--- config.mk ---
export PLATFORM = sky130hd
export DESIGN_NAME = cic_interp
export DESIGN_NICKNAME = d
export VERILOG_FILES = /design/src/rtl/cic_interp.sv
export SDC_FILE = /design/constraint.sdc
export NUM_CORES = 2
export LEC_CHECK = 0
export BUFFER_PORTS_ARGS = -buffer_cell sky130_fd_sc_hd__buf_2
export CORE_ASPECT_RATIO = 1.4
export CORE_MARGIN = 4
export CORE_UTILIZATION = 60
export CTS_BUF_LIST = sky130_fd_sc_hd__clkbuf_4 sky130_fd_sc_hd__clkbuf_8
export DETAILED_ROUTE_END_ITERATION = 10
export PLACE_DENSITY = 0.76
export SKIP_LAST_GASP = 1
export SYNTH_ARGS = -nofsm -noshare
export SYNTH_HDL_FRONTEND = slang
export SYNTH_SLANG_ARGS = --single-unit
--- constraint.sdc ---
create_clock -name clock -period 14 [get_ports clock]
set_input_delay 0.7 -clock clock [delete_from_list [all_inputs] [get_ports clock]]
set_output_delay 0.7 -clock clock [all_outputs]
set_load 0.02 [all_outputs]
--- src/rtl/cic_interp.sv ---
// cic_interp: variable-rate CIC interpolator. The combs run at the low rate and the integrators run on zero-stuffed high-rate ticks.
// Optional macro CIC_INTERP_SAT_EN: clamp the rounded output instead of letting it wrap.
module cic_interp #(
  parameter int STAGES    = 5,
  parameter int IN_WIDTH  = 18,
  parameter int OUT_WIDTH = 16,
  parameter int L2MI      = 6
) (
  input  logic                 clock,
  input  logic                 reset_n,
  input  logic [7:0]           interpolation,
  input  logic                 rate_strobe,
  output logic                 in_strobe,
  input  logic [IN_WIDTH-1:0]  in_data,
  output logic [OUT_WIDTH-1:0] out_data,
  output logic                 out_valid
);
  localparam int ACC_WIDTH = IN_WIDTH + STAGES * L2MI;
  localparam int RB_WIDTH  = OUT_WIDTH + 1;

  function automatic logic [L2MI-1:0] supported_rate(input logic [7:0] r);
    case (r)
      8'd5, 8'd8, 8'd10, 8'd12, 8'd20, 8'd40: supported_rate = L2MI'(r);
      default:                                supported_rate = L2MI'(40);
    endcase
  endfunction

  // ceil(log2(R^(STAGES-1))) for the supported rates
  function automatic int growth(input logic [L2MI-1:0] r);
    case (r)
      L2MI'(5):  growth = 10;
      L2MI'(8):  growth = 12;
      L2MI'(10): growth = 14;
      L2MI'(12): growth = 15;
      L2MI'(20): growth = 18;
      default:   growth = 22;
    endcase
  endfunction

  logic [L2MI-1:0]             phase;
  logic [L2MI-1:0]             r_active;
  logic                        wrap;
  logic signed [ACC_WIDTH-1:0] in_ext;
  logic signed [ACC_WIDTH-1:0] comb_data [STAGES];
  logic signed [ACC_WIDTH-1:0] last      [STAGES];
  logic signed [ACC_WIDTH-1:0] integ     [STAGES];
  logic                        stuff_pending;
  logic                        tick_d;
  int                          round_shift;
  logic [RB_WIDTH-1:0]         round_bits;
  logic [OUT_WIDTH-1:0]        rounded;
  logic [OUT_WIDTH-1:0]        result;

  assign wrap   = rate_strobe && (phase == r_active - L2MI'(1));
  assign in_ext = {{(ACC_WIDTH-IN_WIDTH){in_data[IN_WIDTH-1]}}, in_data};

  // A new rate is picked up only at a period boundary, so phase never needs a reset on a rate change
  always_ff @(posedge clock) begin
    if (!reset_n) begin
      phase     <= '0;
      in_strobe <= 1'b0;
      r_active  <= supported_rate(interpolation);
    end else begin
      in_strobe <= wrap;
      if (rate_strobe) phase <= wrap ? '0 : phase + L2MI'(1);
      if (wrap) r_active <= supported_rate(interpolation);
    end
  end

  always_ff @(posedge clock) begin
    if (!reset_n) begin
      for (int k = 0; k < STAGES; k++) begin
        comb_data[k] <= '0;
        last[k]      <= '0;
      end
      stuff_pending <= 1'b0;
    end else if (in_strobe) begin
      comb_data[0] <= in_ext - last[0];
      last[0]      <= in_ext;
      for (int k = 1; k < STAGES; k++) begin
        comb_data[k] <= comb_data[k-1] - last[k];
        last[k]      <= comb_data[k-1];
      end
      stuff_pending <= 1'b1;
    end else if (rate_strobe) begin
      stuff_pending <= 1'b0;
    end
  end

  // Integrators wrap freely; the output slice is exact as long as the true result fits
  always_ff @(posedge clock) begin
    if (!reset_n) begin
      for (int k = 0; k < STAGES; k++) integ[k] <= '0;
    end else if (rate_strobe) begin
      integ[0] <= integ[0] + (stuff_pending ? comb_data[STAGES-1] : '0);
      for (int k = 1; k < STAGES; k++) integ[k] <= integ[k] + integ[k-1];
    end
  end

  // round_bits holds the output slice plus the round bit just below it
  assign round_shift = IN_WIDTH - 1 + growth(r_active) - OUT_WIDTH;
  assign round_bits  = RB_WIDTH'(integ[STAGES-1] >>> round_shift);
  assign rounded     = round_bits[OUT_WIDTH:1] + OUT_WIDTH'(round_bits[0]);

`ifdef CIC_INTERP_SAT_EN
  localparam logic [OUT_WIDTH-1:0] POS_MAX = {1'b0, {(OUT_WIDTH-1){1'b1}}};
  localparam logic [OUT_WIDTH-1:0] NEG_MAX = {1'b1, {(OUT_WIDTH-1){1'b0}}};
  logic signed [ACC_WIDTH-1:0] upper;

  assign upper = integ[STAGES-1] >>> (round_shift + OUT_WIDTH);

  always_comb begin
    result = rounded;
    if (!(upper == '0 || upper == '1))
      result = upper[ACC_WIDTH-1] ? NEG_MAX : POS_MAX;
    else if (round_bits[OUT_WIDTH:1] == POS_MAX && round_bits[0])
      result = POS_MAX;
  end
`else
  assign result = rounded;
`endif

  always_ff @(posedge clock) begin
    if (!reset_n) begin
      tick_d    <= 1'b0;
      out_valid <= 1'b0;
      out_data  <= '0;
    end else begin
      tick_d    <= rate_strobe;
      out_valid <= tick_d;
      if (tick_d) out_data <= result;
    end
  end

endmodule
# After elaboration in Yosys (flattened, before gate mapping)
# Memories as Yosys holds them, arrays and structs flattened.
# Index checks and enable logic that the tools add are counted.
[op_classes] addsub=15 n_eq_ne=13 shift=1 n_mux=30 n_bitwise=15 n_reduce_logical=3
[ops] cell="2-to-1 mux 48 bit" n=16
[ops] cell="adder 48 bit" n=5
[ops] cell="subtractor 48 bit" n=4
[ops] cell=">>> shifter 48 x 32 -> 17 bit" n=1
[ops] cell="subtractor 18 x 48 -> 48 bit" n=1
[ops] cell="adder 6 x 32 -> 32 bit (first input constant)" n=1
[ops] cell="subtractor 32 x 6 -> 32 bit (second input constant)" n=1
[ops] cell="case mux 5 bit (5 select lines)" n=1
[ops] cell="equality test 8 x 4 -> 1 bit (second input constant)" n=3
[ops] cell="2-to-1 mux 6 bit" n=4
[ops] cell="equality test 6 x 4 -> 1 bit (second input constant)" n=3
[ops] cell="adder 16 x 1 -> 16 bit" n=1
[ops] cell="OR 1 bit" n=15
[ops] cell="2-to-1 mux 1 bit" n=9
[ops] cell="equality test 8 x 3 -> 1 bit (second input constant)" n=1
[ops] cell="equality test 8 x 5 -> 1 bit (second input constant)" n=1
[ops] cell="equality test 8 x 6 -> 1 bit (second input constant)" n=1
[ops] cell="adder 6 x 1 -> 6 bit (second input constant)" n=1
[ops] cell="equality test 6 x 3 -> 1 bit (second input constant)" n=1
[ops] cell="equality test 6 x 5 -> 1 bit (second input constant)" n=1
[ops] cell="equality test 6 bit" n=1
[ops] cell="OR reduction 6 bit" n=1
[ops] cell="subtractor 6 x 1 -> 6 bit (second input constant)" n=1
[ops] cell="!= test 2 x 1 -> 1 bit (second input constant)" n=1
[ops] cell="other kinds (2)" n=2
[totals] ff_bits=32 mem_bits_rw=720 output_inout_bits=18 word_cells=87 mem_count=3
[memory_table] memory="comb_data" words=5 word_bits=48 read_ports=5 rd_clocked_by_memory_dff=0 wr=5 line_no="44" rtl="logic signed [ACC_WIDTH-1:0] comb_data [STAGES];"
[memory_table] memory="integ" words=5 word_bits=48 read_ports=5 rd_clocked_by_memory_dff=0 wr=5 line_no="46" rtl="logic signed [ACC_WIDTH-1:0] integ [STAGES];"
[memory_table] memory="last" words=5 word_bits=48 read_ports=5 rd_clocked_by_memory_dff=0 wr=5 line_no="45" rtl="logic signed [ACC_WIDTH-1:0] last [STAGES];"

# Logic depth before layout (Yosys ltp)
[depth] word_depth=6 ltp_mapped=22 depth_no_buf=20

# Worst setup path after synthesis
# No wires, ideal clock.
[synth_timing] kind="register to register" start="register in_strobe" end="memory comb_data[0][0] in the netlist's numbering, enable pin" arrival_ps=11515 required_ps=13104 setup_slack_ps=1589 stages_incl_launch_ff=3 synth_period_minus_slack_ps=12411 path_cell_list="dfxtp_1 > clkbuf_1 > nand2b_1"
[synth_lines] element="start, declared" line_no="13" rtl="output logic in_strobe,"
[synth_lines] element="start signal, assigned" line_no="64" rtl="in_strobe <= wrap;"
[synth_lines] element="end, declared" line_no="44"

# Final worst setup path
[layout_timing] start="register r_active[0]" end="register out_data[10]"
[layout_between] elab_chain_len=6 word_cells_on_any_way=10 cone_classes="3 x add/sub; 5 x eq/ne; 1 x shift; 1 x mux"
[layout_lines] element="start, declared" line_no="41" rtl="logic [L2MI-1:0] r_active;"
[layout_lines] element="start signal, assigned" line_no="62" rtl="r_active <= supported_rate(interpolation);"
[layout_lines] element="start signal, assigned" line_no="66" rtl="if (wrap) r_active <= supported_rate(interpolation);"
[layout_lines] element="equality test 6 x 5 -> 1 bit (tied with other cells)" line_no="30" rtl="case (r)"
[layout_lines] element="case mux 5 bit (5 select lines) (*)" line_no="30"
[layout_lines] element="adder 6 x 32 -> 32 bit (*)" line_no="101" rtl="assign round_shift = IN_WIDTH - 1 + growth(r_active) - OUT_WIDTH;"
[layout_lines] element="subtractor 32 x 6 -> 32 bit (*)" line_no="101"
[layout_lines] element=">>> shifter 48 x 32 -> 17 bit (*)" line_no="102" rtl="assign round_bits = RB_WIDTH'(integ[STAGES-1] >>> round_shift);"
[layout_lines] element="adder 16 x 1 -> 16 bit (*)" line_no="103" rtl="assign rounded = round_bits[OUT_WIDTH:1] + OUT_WIDTH'(round_bits[0]);"
[layout_lines] element="end signal, assigned" line_no="131" rtl="if (tick_d) out_data <= result;"
[layout_lines] element="end, declared" line_no="15" rtl="output logic [OUT_WIDTH-1:0] out_data,"
# Every way passes the cells marked *; elsewhere a longest branch is shown, timed or not.
# A chain may end at the register's enable or synchronous reset.

==> flow_summary_export.csv <==
group,metric,value,unit
run_status,status,"finished, final reports clean",
synthesis,seq_area_frac_synth,41.9,%
synthesis,synth_top_cell_by_area,"edfxtp_1",
power_and_ir_drop,p_sw_share,28.7,%
synthesis,yosys-top-cells-area,"edfxtp_1, ha_1, nor2_1",
timing,finalCritPeriodShare,39.7,%
cells_and_area,post-route-util,64.8,%
clock_tree,cts_sinks,722,
floorplanning,rows,126,
synthesis,synth_fa_ha_area_share,11.4,%
worst_setup_path,required,14610,ps
timing,finalHoldViolCount,0,
timing,layout_setup_ws,8440,ps
clock_tree,postCtsHoldBufs,0,
worst_setup_path,crit_path_start,"r_active[0]$_SDFFCE_PN0P_",
worst_setup_path,setup.worst_path.class,"reg -> reg",
placement,hpwlAfterDp,79.1,mm
placement,place_area,0.0522,sq mm
power_and_ir_drop,p_int,0.00408,W
floorplanning,core_area,0.0843,sq mm
placement,portBuffers,46,
clock_tree,postCtsResizedCells,0,
cells_and_area,nNetsFinal,5637,
synthesis,muxShareOfSynthArea,3.51,%
detailed_routing,post_drt_wl_per_cell,17.0,um
synthesis,yosys.area_share.simple,16.5,%
cells_and_area,n_fill_cell,6676,
clock_tree,clk_latency,740,ps
flow_run,maxCapViolations,0,
worst_setup_path,start_kind,"flip-flop",
timing,period_minus_slack,5560,ps
synthesis,synth_commonest_cells,"edfxtp_1, nor2_1, ha_1",
hold_path,min_from,"interpolation[2]",
synthesis,yosysWarnings,0,
timing,report.final.slew_viol_count,0,
synthesis,synth_xor_area_share,6.64,%
floorplanning,initial_core_util,60.5,%
clock_tree,cts-root-buf,"clkbuf_8",
timing,tightest_slew,1050,ps
hold_path,hp-class,"in -> reg",
clock_tree,cts_buffer_depth,3,
synthesis,synth_most_common_cell,"edfxtp_1",
detailed_routing,vias,37900,
power_and_ir_drop,power.switching,0.00165,W
placement,place_congestion,0.916,
clock_tree,htree_levels,3,
cells_and_area,layoutNonFillerInstCount,6334,
cells_and_area,fin_area,0.0547,sq mm
placement,pre_cts_ws,8440,ps
synthesis,ys_seq_elements,722,
power_and_ir_drop,power_density,105,mW/mm^2
placement,placedCellCount,6120,
global_routing,grt_max_degree,158,
worst_setup_path,reg2reg_from,"r_active[0]$_SDFFCE_PN0P_",
synthesis,synth_edf_count,696,
floorplanning,dieWidth,255,um
global_routing,grt_pass1_vias,38500,
worst_setup_path,crit_fanout,45,
timing,fin_skew,44.7,ps
detailed_routing,wl,108,mm
global_routing,grt_usage,23.7,%
synthesis,synth_top_family_by_area,"simple AND/OR/NAND/NOR gates",
cells_and_area,drive_gt1_share,7.25,%
worst_setup_path,crit_arrival,6170,ps
detailed_routing,final_antenna_net_count,0,
timing,worst_slew_margin_rel,30.3,%
synthesis,syn_nets,5623,
synthesis,avgSynthCellArea,9.94,sq um
power_and_ir_drop,leakagePower,24.4,nW
clock_tree,path_clk_slew,60,ps
synthesis,synth_top_cell_area_share,40.9,%
detailed_routing,drt_first_pass_iters,5,
global_routing,grt_pass1_wl,178,mm
clock_tree,cts_tree,"done",
floorplanning,die_area,0.0899,sq mm
synthesis,async_flop_share,0,%
cells_and_area,syn_to_final_growth,7.08,%
synthesis,synth_compound_area_share,16.3,%
power_and_ir_drop,power_frac_seq,45.6,%
detailed_routing,drtIter0Drc,1740,
power_and_ir_drop,combPwrFrac,20.5,%
floorplanning,die_h,353,um
clock_tree,cts_buffers,115,
floorplanning,io_pins,47,
detailed_routing,via_per_inst,5.98,
synthesis,synth_cell_types,106,
timing,setup_viol,0,
power_and_ir_drop,pwr-share-clk,34.0,%
synthesis,synth_flop_cell,"edfxtp_1",
synthesis,syn_inst,5135,
global_routing,antenna_found_initial,2,
global_routing,grt_remaining_overflow,0,
timing,rsz0062_at_grt,"false",
worst_setup_path,end_kind,"flip-flop",
power_and_ir_drop,vdd_drop_max,0.000107,V
synthesis,netlist_area,0.0511,sq mm
timing,final.setup.tns,0,ps
clock_tree,cts_setup_buffers,0,
timing,fmaxAchievable,180,MHz
detailed_routing,drcViolationCount,0,
==> stage by stage <==
| step | hold slack [ps] | total power, W |
|---|---|---|
| after floorplan | 504 | 0.00358 |
| after global placement | 473 | 0.00378 |
| after detailed placement | 478 | 0.00381 |
| after CTS | 192 | 0.00576 |
| after global routing | 218 | 0.00602 |
| final | 268 | 0.00573 |
==> sequential cells by signal, summed over array words and instances, names as in the netlist <==
| name | cells |
|---|---|
| r_active | 6 |
| phase | 6 |
| comb_data | 240 |
| out_data | 16 |
| out_valid | 1 |
| integ | 240 |
| tick_d | 1 |
| last | 210 |
| stuff_pending | 1 |
| in_strobe | 1 |
==> cell families after synthesis <==
logic type	after synthesis
compound gates	1267
xor+xnor	387
fa+ha+maj	460
buf+inv	490
flops	722
mux	110
simple gates	1699
==> cell type report <==
class	instances	area [sq um]	share of cell area (%)
Inverter	313	1180	2.17
Antenna cell	2	5.00	0.00915
Timing Repair Buffer	74	459	0.840
Multi-Input combinational cell	3923	27800	50.8
Clock inverter	48	459	0.840
Tap cell	1088	1360	2.49
Clock buffer	164	2000	3.66
Sequential cell	722	21400	39.2
==> worst paths after layout <==
| kind | to | cells past startpoint | slack, ps |
|---|---|---|---|
| max | out_data[10]$_SDFFE_PN0P_ | 17 | 8440 |
| min | r_active[1]$_SDFFCE_PN0P_ | 2 | 270 |
| max reg2reg | out_data[10]$_SDFFE_PN0P_ | 17 | 8440 |
| min reg2reg | out_data[15]$_SDFFE_PN0P_ | 2 | 490 |
==> cell usage in the layout, fill, tap and decap left out, types with 27 or more instances in the layout <==
cell	instances
o21a_1	56
xor2_1	174
and2_1	80
inv_1	310
mux2i_1	50
o21ai_0	198
nand3_1	103
buf_4	27
ha_1	448
nor2b_1	63
buf_2	45
edfxtp_1	696
nand2_1	252
and3_1	254
a211oi_1	53
mux4_2	53
clkbuf_4	41
clkbuf_8	123
nand4_1	53
a21o_1	269
nor2_1	592
o21bai_1	54
a31oi_1	32
xnor2_1	212
nand2b_1	66
a21oi_1	373
nor3_1	121
==> power by group through the flow <==
stage / Sequential (W) / Combinational [W] / Clock [W]
3_3_place_gp: 0.00265 / 0.00114 / 0
6_report: 0.00261 / 0.00117 / 0.00195
3_5_place_dp: 0.00265 / 0.00116 / 0
2_1_floorplan: 0.00264 / 0.000942 / 0
5_1_grt: 0.00262 / 0.00131 / 0.00209
4_1_cts: 0.00261 / 0.00117 / 0.00199
==> routing by layer <==
layer | global-route usage [%] | share of wire [%] | routed length, um | vias to the layer above
met5 | 0 | 0 | 0 | -
li1 | - | - | - | 19000
met1 | 23.5 | 37 | 39400 | 17800
met4 | 12.7 | 5.8 | 6230 | 0
met2 | 46.8 | 54 | 58600 | 765
met3 | 3.30 | 3.2 | 3500 | 389
==> worst max-delay path: stages, from the launching register on <==
cell and delay [ps]:
edfxtp_1 450, inv_1 140, ha_1 290, nand4_4 570, inv_4 530, ha_2 220, buf_4 500, mux4_2 460
mux4_2 500, mux2_2 310, ha_1 210, ha_1 270, and3b_1 200, nand4_1 200, o21ba_2 210, xor2_1 130
mux2i_1 140, nor2_1 50
No activity file was read; power rests on OpenSTA's default activity.
